File: src/rtl/pwm_from_count.sv
// pwm_from_count: PWM generator driven by an external modulo-MOD count, with buffered duty updates
module pwm_from_count #(
   parameter int N   = 6,
   parameter int MOD = 50
) (
   input  logic         clk,
   input  logic         rst,
   input  logic [N-1:0] count,
   input  logic [N:0]   duty,
   input  logic         duty_valid,
   output logic         duty_ready,
   output logic [N:0]   duty_active,
   output logic         pwm,
   output logic         period_done,
   output logic [7:0]   period_cnt,
   output logic         seq_err
);
   localparam logic [N:0] MODV = (N+1)'(MOD);
   localparam logic [N:0] LAST = (N+1)'(MOD - 1);

   logic         full;
   logic         armed;
   logic [N:0]   pending;
   logic [N-1:0] prev_count;
   logic [N:0]   cnt_x;
   logic [N:0]   prev_x;
   logic [N:0]   expect_x;
   logic [N:0]   clamped;
   logic         boundary;
   logic         accept;
   logic         bad;

   // handshake, clamping, boundary and sequence-continuity decode
   always_comb begin
      cnt_x      = {1'b0, count};
      prev_x     = {1'b0, prev_count};
      expect_x   = (prev_x == LAST) ? '0 : prev_x + 1'b1;
      boundary   = cnt_x == LAST;
      clamped    = (duty > MODV) ? MODV : duty;
      duty_ready = rst & ~full;
      accept     = duty_valid & duty_ready;
      bad        = (cnt_x >= MODV) | (cnt_x != expect_x);
   end

   // pending buffer and duty application at the period boundary
   always_ff @(posedge clk) begin
      if (!rst) begin
         full        <= 1'b0;
         pending     <= '0;
         duty_active <= '0;
      end else begin
         full <= accept | (full & ~boundary);
         if (accept) pending <= clamped;
         if (boundary & full) duty_active <= pending;
      end
   end

   // registered PWM output and period bookkeeping
   always_ff @(posedge clk) begin
      if (!rst) begin
         pwm         <= 1'b0;
         period_done <= 1'b0;
         period_cnt  <= '0;
      end else begin
         pwm         <= cnt_x < duty_active;
         period_done <= boundary;
         if (boundary) period_cnt <= period_cnt + 8'd1;
      end
   end

   // sticky check that count advances by one modulo MOD, skipping the first sample after reset
   always_ff @(posedge clk) begin
      if (!rst) begin
         armed      <= 1'b0;
         prev_count <= '0;
         seq_err    <= 1'b0;
      end else begin
         armed      <= 1'b1;
         prev_count <= count;
         if (armed & bad) seq_err <= 1'b1;
      end
   end
endmodule

File: config.mk
export PLATFORM = sky130hd
export DESIGN_NAME = pwm_from_count
export DESIGN_NICKNAME = d
export VERILOG_FILES = /design/src/rtl/pwm_from_count.sv
export SDC_FILE = /design/constraint.sdc
export NUM_CORES = 1
export LEC_CHECK = 0
export BUFFER_PORTS_ARGS = -buffer_cell sky130_fd_sc_hd__buf_2
export CORE_MARGIN = 3
export CORE_UTILIZATION = 30
export DETAILED_ROUTE_END_ITERATION = 8
export GPL_TIMING_DRIVEN = 1
export PLACE_DENSITY = 0.48
export SYNTH_ARGS = -nofsm -noshare
export SYNTH_HDL_FRONTEND = slang
export SYNTH_SLANG_ARGS = --single-unit
File: constraint.sdc
create_clock -name clk -period 2.7 [get_ports clk]
set_input_delay 0.54 -clock clk [delete_from_list [all_inputs] [get_ports clk]]
set_output_delay 0.54 -clock clk [all_outputs]
set_load 0.05 [all_outputs]
==> flow_summary.yaml, run 1 <==
outcome:
  status: "finished, final reports clean"
setup_path:
  r2r-end: "seq_err"
  cp.required_ns: 2.87
  reg2reg_setup_slack_ns: 1.18
  rr_worst_depth: 6
  arrival_ns: 1.92
  path_class: "in -> reg"
  crit_path_end_kind: "register"
  cp_max_fo: 15
  start_kind: "input pin"
  reg2reg_from: "prev_count[1]"
synthesis:
  ys.flop_type: "dfxtp_1"
  synth_adder_area_share_pct: 6.48
  yosys-top-cells-count: "dfxtp_1, nand2_1, and2_1"
  syn_avg_cell_area_um2: 9.20
  yosys.area.top_type: "dfxtp_1"
  synth_cells: 168
  synth_top_family_by_area: "simple AND/OR/NAND/NOR gates"
  synth.top_cell.area_share_pct: 42.8
  synth_mux_area_share_pct: 1.94
  yosysSeqAreaShare_pct: 42.8
  yosysMostFrequentCell: "dfxtp_1"
  synth-xor-area-share_pct: 6.80
  ys_ff_latch: 33
  synthTopCellsByArea: "dfxtp_1, ha_1, and2_1"
  syn-cell-area_um2: 1550
  synth_fp_nets: 192
  synthSimpleGateAreaFrac_pct: 22.9
  synth_compound_area_share_pct: 13.9
  yosysUniqueCellTypes: 35
  ys_warn_count: 0
  async_reset_ff_share_pct: 0
  synth_edf_count: 0
route:
  drt_wl_total_um: 3290
  final_antenna_net_count: 0
  viasPerCell: 4.71
  wl_per_cell_um: 12.0
  vias: 1287
  first_pass_iters: 4
  drt_iter0_markers: 38
  drc: 0
cts:
  cts_setup_buffers: 0
  cts_root_buf: "clkbuf_8"
  holdBufCountCts: 0
  path_clk_slew_ns: 0.06
  htree_levels: 2
  clk_latency_ns: 0.28
  cts-resized-gates: 0
  cts_buffers: 5
  clock-sinks: 33
  cts_tree: "done"
  clock_path_buffers: 2
final_layout:
  final_util_pct: 38.2
  final_layout_size_suffix_gt1_share_pct: 21.8
  diodes: 0
  area_growth_pct: 20.0
  nNetsFinal: 229
  final_cells: 273
  finalInstanceArea_um2: 1850
grt:
  grt_use_total_pct: 12.0
  grt_pass1_wl_um: 5810
  globalRouteOverflowTotal: 0
  grt_max_degree: 32
  antenna_found_initial: 0
  grt_pass1_vias: 1268
sta:
  min_period_over_period_pct: 64.7
  slew_headroom_pct: 66.2
  worst-slew-pin-transition_ns: 0.507
  max_freq_mhz: 573
  setup_viol: 0
  slew_viol_final: 0
  finalHoldViolations: 0
  rsz0062_at_grt: "no"
  finalSetupTns_ns: 0
  period_needed_ns: 1.75
  fin_skew_ns: 0.00357
floorplan:
  die_y_um: 77.8
  dieArea_um2: 6050
  std_cell_rows: 25
  io_pins: 35
  start_util_pct: 31.9
  die_w_um: 77.8
  core_um2: 4850
place:
  io_buffers: 34
  dp.cells: 265
  routabilityCongestion: 0.830
  dp_hpwl_um: 2500
  post_dp_cell_area_um2: 1770
pwr:
  p_per_area_nw_per_um2: 514
  ir_drop_v: 0.000209
  totalPowerFinal_mw: 0.953
  power.leakage_nw: 0.800
hold_path:
  holdPathEnd: "pending[6]"
  hold_path_startpoint: "pending[6]"
  min_path_cells: 1
  min_path_type: "reg -> reg"
flow_run:
  cap_violations: 0
cells by family (layout without fill, tap and decap cells):
kind of cell / count (synthesis) / count (layout)
compound gates: 32 / 32
fa+ha+maj: 8 / 8
simple gates: 64 / 64
buf+inv: 16 / 54
flops: 33 / 33
xor+xnor: 12 / 12
mux: 3 / 3
power by group:
group / internal [mW] / switching [mW] / leakage, nW
registers: 0.501 / 0.0135 / 0.270
clock network: 0.178 / 0.169 / 0.0450
logic: 0.0392 / 0.0521 / 0.486
total: 0.719 / 0.234 / 0.800
registers in the layout, summed over array words and instances (netlist names):
register and cells:
armed 1, duty_active 7, full 1, pending 7
period_cnt 8, period_done 1, prev_count 6, pwm 1
seq_err 1
layout make-up:
cell class | instances | area [um^2]
Clock inverter | 2 | 10.0
Sequential cell | 33 | 661
Timing Repair Buffer | 36 | 185
Multi-Input combinational cell | 119 | 805
Fill cell | 486 | 2990
Inverter | 10 | 37.5
Tap cell | 67 | 83.8
Clock buffer | 6 | 72.6
placed cells by master, fill, tap and decap left out:
master and n:
a211o_1 1, a21boi_0 3, a21boi_1 4, a21o_1 1, a21oi_1 7, a221oi_1 1
a22o_1 3, a31oi_1 3, and2_1 14, and3_1 2, and4_1 2, buf_2 34
buf_4 2, clkbuf_1 1, clkbuf_8 5, clkinv_2 2, dfxtp_1 33, ha_1 8
inv_1 10, mux2i_1 3, nand2_1 16, nand2b_1 1, nand3_1 9, nand3b_1 2
nand4_1 4, nor2_1 4, nor2b_1 5, nor3_1 2, nor3_2 1, nor3b_2 1
nor4_1 1, o211a_1 2, o21ai_0 5, o22ai_1 2, xnor2_1 8, xor2_1 4
stage by stage:
step / hold WS (ns) / setup WS (ns)
after CTS: 0.468 / 0.960
final: 0.466 / 0.954
after floorplan: 0.429 / 0.459
after global routing: 0.493 / 0.820
after global placement: 0.443 / 0.712
after detailed placement: 0.452 / 0.682
worst max-delay path by stage:
stage | from | endpoint | slack (ns) | cells after the start
after global routing | count[1] | duty_active[5] | 0.82 | 6
final | count[1] | period_cnt[6] | 0.95 | 6
after floorplan | rst | duty_ready | 0.46 | 3
after CTS | count[1] | period_cnt[6] | 0.96 | 6
after detailed placement | count[1] | period_cnt[6] | 0.68 | 6
after global placement | count[1] | period_cnt[6] | 0.71 | 6
per-layer routing:
layer	vias up	track usage, %	wire (um)
met3	5	3.94	162
met2	27	19.3	1580
li1	652	-	-
met1	603	14.6	1500
met5	-	0	0
met4	0	4.80	44
worst max-delay path, stage by stage:
cell and delay, ns:
buf_2 0.14, nor3_2 0.19, and4_1 0.54, nand4_1 0.19, xnor2_1 0.16, and2_1 0.15
Power figures use the tool's default switching activity.
==> inputs of run 2 (changes only) <==
--- a/config.mk
+++ b/config.mk
@@ -10,7 +10,7 @@
 export CORE_UTILIZATION = 30
 export DETAILED_ROUTE_END_ITERATION = 8
 export GPL_TIMING_DRIVEN = 1
-export PLACE_DENSITY = 0.48
+export PLACE_DENSITY = 0.5
 export SYNTH_ARGS = -nofsm -noshare
 export SYNTH_HDL_FRONTEND = slang
 export SYNTH_SLANG_ARGS = --single-unit
==> constraint.sdc (replaced) <==
create_clock -name clk -period 1.4 [get_ports clk]
set_input_delay 0.28 -clock clk [delete_from_list [all_inputs] [get_ports clk]]
set_output_delay 0.28 -clock clk [all_outputs]
set_load 0.05 [all_outputs]
==> flow_summary.yaml, run 2 (same netlist as run 1, synthesis figures left out) <==
grt:
  grt_max_degree: 21
  grt_pass1_vias: 1335
  grt_use_total_pct: 12.0
  globalRouteOverflowTotal: 0
  grt_pass1_wl_um: 5840
  antenna_found_initial: 0
sta:
  period_needed_ns: 1.37
  slew_headroom_pct: 77.5
  fin_skew_ns: 0.00615
  setup_viol: 0
  worst-slew-pin-transition_ns: 0.337
  finalHoldViolations: 0
  finalSetupTns_ns: 0
  max_freq_mhz: 729
  min_period_over_period_pct: 98.0
  slew_viol_final: 0
  rsz0062_at_grt: "yes"
setup_path:
  start_kind: "register"
  cp.required_ns: 1.62
  cp_max_fo: 3
  path_class: "reg -> reg"
  arrival_ns: 1.59
  crit_path_end_kind: "register"
final_layout:
  diodes: 0
  nNetsFinal: 240
  final_util_pct: 41.7
  final_layout_size_suffix_gt1_share_pct: 33.6
  regMostFlops: "period_cnt"
  final_common_cell: "buf_2"
  largest_reg_flops: 8
  reg.largest.list: "period_cnt: 8 flops, duty_active: 7 flops, pending: 7 flops"
  final_cells: 284
  final_cell_mix: "buf_2, dfxtp_1, nand2_1"
  finalInstanceArea_um2: 2020
  area_growth_pct: 30.8
floorplan:
  io_pins: 35
  dieArea_um2: 6050
  core_um2: 4850
  die_w_um: 77.8
  start_util_pct: 31.9
  std_cell_rows: 25
  die_y_um: 77.8
route:
  drt_iter0_markers: 30
  final_antenna_net_count: 0
  first_pass_iters: 4
  viasPerCell: 4.45
  vias: 1263
  wl_per_cell_um: 11.6
  drt_wl_total_um: 3280
  drc: 0
cts:
  path_clk_slew_ns: 0.07
  clk_latency_ns: 0.28
  htree_levels: 2
  cts_buffers: 5
  clock_path_buffers: 2
  cts_tree: "done"
  clock-sinks: 33
  cts_root_buf: "clkbuf_8"
  holdBufCountCts: 0
hold_path:
  min_path_type: "in -> reg"
pwr:
  p_per_area_nw_per_um2: 1040
  ir_drop_v: 0.000585
  power.leakage_nw: 0.880
place:
  dp_hpwl_um: 2530
  routabilityCongestion: 0.825
  post_dp_cell_area_um2: 1870
  io_buffers: 34
  dp.cells: 276
outcome:
  status: "finished, final reports clean"
flow_run:
  cap_violations: 0
==> run 2: cell types whose count changed in the layout (fill, tap and decap cells not counted), moves of 2 or more <==
cell      previous run  this run
clkinv_2             2         0
dfxtp_1             33        23
nor3_2               1         3
nor3_1               2         0
buf_4                2        13
dfxtp_2              0         9
==> run 2: per-layer routing <==
layer  global-route usage, %  vias up  share of wire, %  routed length [um]
li1                        -      672                 -                   -
met2                    20.3       23                46                1500
met5                       0        -                 0                   0
met4                    4.80        0               1.3                  42
met1                    13.9      564                49                1600
met3                    4.06        4               4.1                 136
==> run 2: path summary, 6_finish.rpt <==
| check | from | endpoint | slack (ns) | cells past startpoint |
|---|---|---|---|---|
| worst min-delay path | duty[0] | pending[0] | 0.22 | 2 |
| worst max-delay path | prev_count[1] | seq_err | 0.03 | 7 |
| worst max register to register | prev_count[1] | seq_err | 0.03 | 7 |
| worst min register to register | pending[6] | duty_active[6] | 0.47 | 2 |
==> run 2: what timing repair did <==
| action | 4_1_cts | 5_1_grt |
|---|---|---|
| endpoints found under the setup margin | 1 | 2 |
| hold endpoints to repair | 0 | 0 |
| gates resized for setup | 6 | 4 |
| buffers inserted | 0 | 0 |
| pin swaps | 3 | 0 |
==> run 2: power breakdown <==
| part | switching, mW | leakage (nW) | internal, mW |
|---|---|---|---|
| combinational | 0.116 | 0.551 | 0.0993 |
| sequential | 0.0213 | 0.275 | 0.966 |
| clock | 0.359 | 0.0543 | 0.532 |
| total | 0.496 | 0.880 | 1.60 |
==> run 2: critical path, cell delays in order (launching register included) <==
cell,delay (ns)
dfxtp_2,0.33
inv_2,0.07
ha_4,0.12
nand3b_1,0.10
nor3b_2,0.24
mux2i_1,0.24
nor3_2,0.06
a31oi_1,0.14
==> run 2: through the flow <==
stage               worst slack [ns]  power, mW  hold slack (ns)
floorplan                     0.0129       1.13            0.308
finish                        0.0283       2.09            0.219
detailed placement            -0.132       1.21            0.447
global route                 -0.0770       2.19            0.226
global placement              -0.137       1.21            0.449
CTS                           0.0152       2.13            0.205
==> run 2: final cells by class <==
cell class,instances,area (um^2)
Timing Repair Buffer,47,268
Fill cell,498,2830
Tap cell,67,83.8
Inverter,10,37.5
Multi-Input combinational cell,119,841
Sequential cell,33,676
Clock buffer,5,68.8
Clock inverter,3,46.3
==> inputs of run 3 (changes only) <==
==> config.mk (replaced) <==
export PLATFORM = sky130hd
export DESIGN_NAME = pwm_from_count
export DESIGN_NICKNAME = d
export VERILOG_FILES = /design/src/rtl/pwm_from_count.sv
export SDC_FILE = /design/constraint.sdc
export NUM_CORES = 1
export LEC_CHECK = 0
export CORE_MARGIN = 3
export CORE_UTILIZATION = 30
export DETAILED_ROUTE_END_ITERATION = 8
export DONT_BUFFER_PORTS = 1
export GPL_TIMING_DRIVEN = 0
export PLACE_DENSITY = 0.44
export SYNTH_ARGS = -nofsm -noshare
export SYNTH_HDL_FRONTEND = slang
export SYNTH_SLANG_ARGS = --single-unit
==> flow_summary.yaml, run 3 (same netlist as run 1, synthesis figures left out) <==
place:
  post_dp_cell_area_um2: 1650
  routabilityCongestion: 0.760
  dp_hpwl_um: 2530
  dp.cells: 235
  io_buffers: 0
sta:
  finalHoldViolations: 0
  worst-slew-pin-transition_ns: 0.586
  max_freq_mhz: 700
  period_needed_ns: 1.43
  slew_viol_final: 0
  min_period_over_period_pct: 102
  slew_headroom_pct: 60.9
  rsz0062_at_grt: "yes"
  finalSetupTns_ns: -0.0276
  fin_skew_ns: 0.00602
  setup_viol: 1
  setup_ws_ns: -0.0276
floorplan:
  core_um2: 4850
  dieArea_um2: 6050
  io_pins: 35
  die_y_um: 77.8
  std_cell_rows: 25
  start_util_pct: 31.9
  die_w_um: 77.8
final_layout:
  nNetsFinal: 201
  final_util_pct: 38.0
  reg.largest.list: "period_cnt: 8 flops, duty_active: 7 flops, pending: 7 flops"
  final_common_cell: "dfxtp_1"
  final_layout_size_suffix_gt1_share_pct: 21.9
  finalInstanceArea_um2: 1840
  regMostFlops: "period_cnt"
  area_growth_pct: 19.2
  final_cell_mix: "dfxtp_1, nand2_1, and2_1"
  diodes: 0
  largest_reg_flops: 8
  final_cells: 245
outcome:
  status: "finished, violations left"
  violations: "negative setup slack"
grt:
  globalRouteOverflowTotal: 0
  grt_pass1_vias: 1165
  grt_max_degree: 11
  antenna_found_initial: 0
  grt_pass1_wl_um: 5870
  grt_use_total_pct: 12.3
cts:
  htree_levels: 2
  clock-sinks: 33
  cts_buffers: 5
  path_clk_slew_ns: 0.07
  holdBufCountCts: 0
  clk_latency_ns: 0.28
  cts_root_buf: "clkbuf_8"
  clock_path_buffers: 2
  cts_tree: "done"
setup_path:
  arrival_ns: 1.63
  crit_slowest_cell: "dfxtp_2"
  crit_path_end_kind: "register"
  crit_chain: "inv_2 > ha_4 > nand3b_1 > nor3b_2 > mux2i_1 > nor3_2 > a31oi_1"
  rr_worst_depth: 7
  cp_max_fo: 3
  path_delay_family: "simple AND/OR/NAND/NOR gates"
  max_stage_delay_ns: 0.34
  path_class: "reg -> reg"
  cp_num_buf_inv: 1
  start_kind: "register"
  worstSetupPathDepth: 7
  cp.required_ns: 1.60
route:
  viasPerCell: 4.83
  drt_wl_total_um: 3420
  final_antenna_net_count: 0
  wl_per_cell_um: 13.9
  first_pass_iters: 4
  drt_iter0_markers: 36
  vias: 1184
  drc: 0
hold_path:
  min_path_type: "in -> reg"
  min_path_cells: 0
pwr:
  power.leakage_nw: 0.699
  p_per_area_nw_per_um2: 1120
  ir_drop_v: 0.000471
flow_run:
  cap_violations: 0
[run 3: power by group]
| group | internal, mW | switching, mW |
|---|---|---|
| clock network | 0.580 | 0.332 |
| logic | 0.0725 | 0.0737 |
| registers | 0.957 | 0.0391 |
| total | 1.61 | 0.445 |
[run 3: worst register-to-register path, delay by kind of cell, from the launching register on]
kind	cells	cell delay (ns)
AND/OR/NAND/NOR	3	0.43
flip-flops	1	0.34
multiplexers	1	0.26
AO/OA/AOI/OAI	1	0.16
adder cells (fa/ha/maj)	1	0.11
buffers and inverters	1	0.06
[run 3: layout make-up]
| cell class | count | area (um^2) |
|---|---|---|
| Fill cell | 503 | 3010 |
| Multi-Input combinational cell | 119 | 841 |
| Sequential cell | 33 | 694 |
| Clock buffer | 7 | 86.3 |
| Tap cell | 67 | 83.8 |
| Buffer | 6 | 53.8 |
| Inverter | 10 | 37.5 |
| Clock inverter | 1 | 30.0 |
| Timing Repair Buffer | 2 | 15.0 |
[run 3: path summary, 6_finish.rpt]
kind	startpoint	end	slack (ns)
setup / recovery	prev_count[1]	seq_err	-0.03
setup reg to reg	prev_count[1]	seq_err	-0.03
hold reg to reg	pending[1]	duty_active[1]	0.45
hold / removal	rst	armed	0.02
[run 3: layer usage]
layer,GRT usage (%),wire length [um],vias up
met5,0,0,-
met1,15.3,1550,540
met3,4.52,267,8
li1,-,-,601
met4,4.80,72,0
met2,19.1,1520,35
[run 3: per-stage QoR]
step	power [mW]	hold slack [ns]	setup slack (ns)
2_1_floorplan	1.13	0.308	0.0129
3_3_place_gp	1.15	0.308	-0.263
3_5_place_dp	1.16	0.308	-0.280
4_1_cts	2.09	0.0113	-0.0471
5_1_grt	2.14	0.00818	-0.132
6_report	2.05	0.0227	-0.0276
[run 3: repair_timing]
item / 4_1_cts / 5_1_grt
setup endpoints to repair: 3 / 10
pin swaps: 5 / 3
buffers inserted: 2 / 0
gates resized for setup: 14 / 14
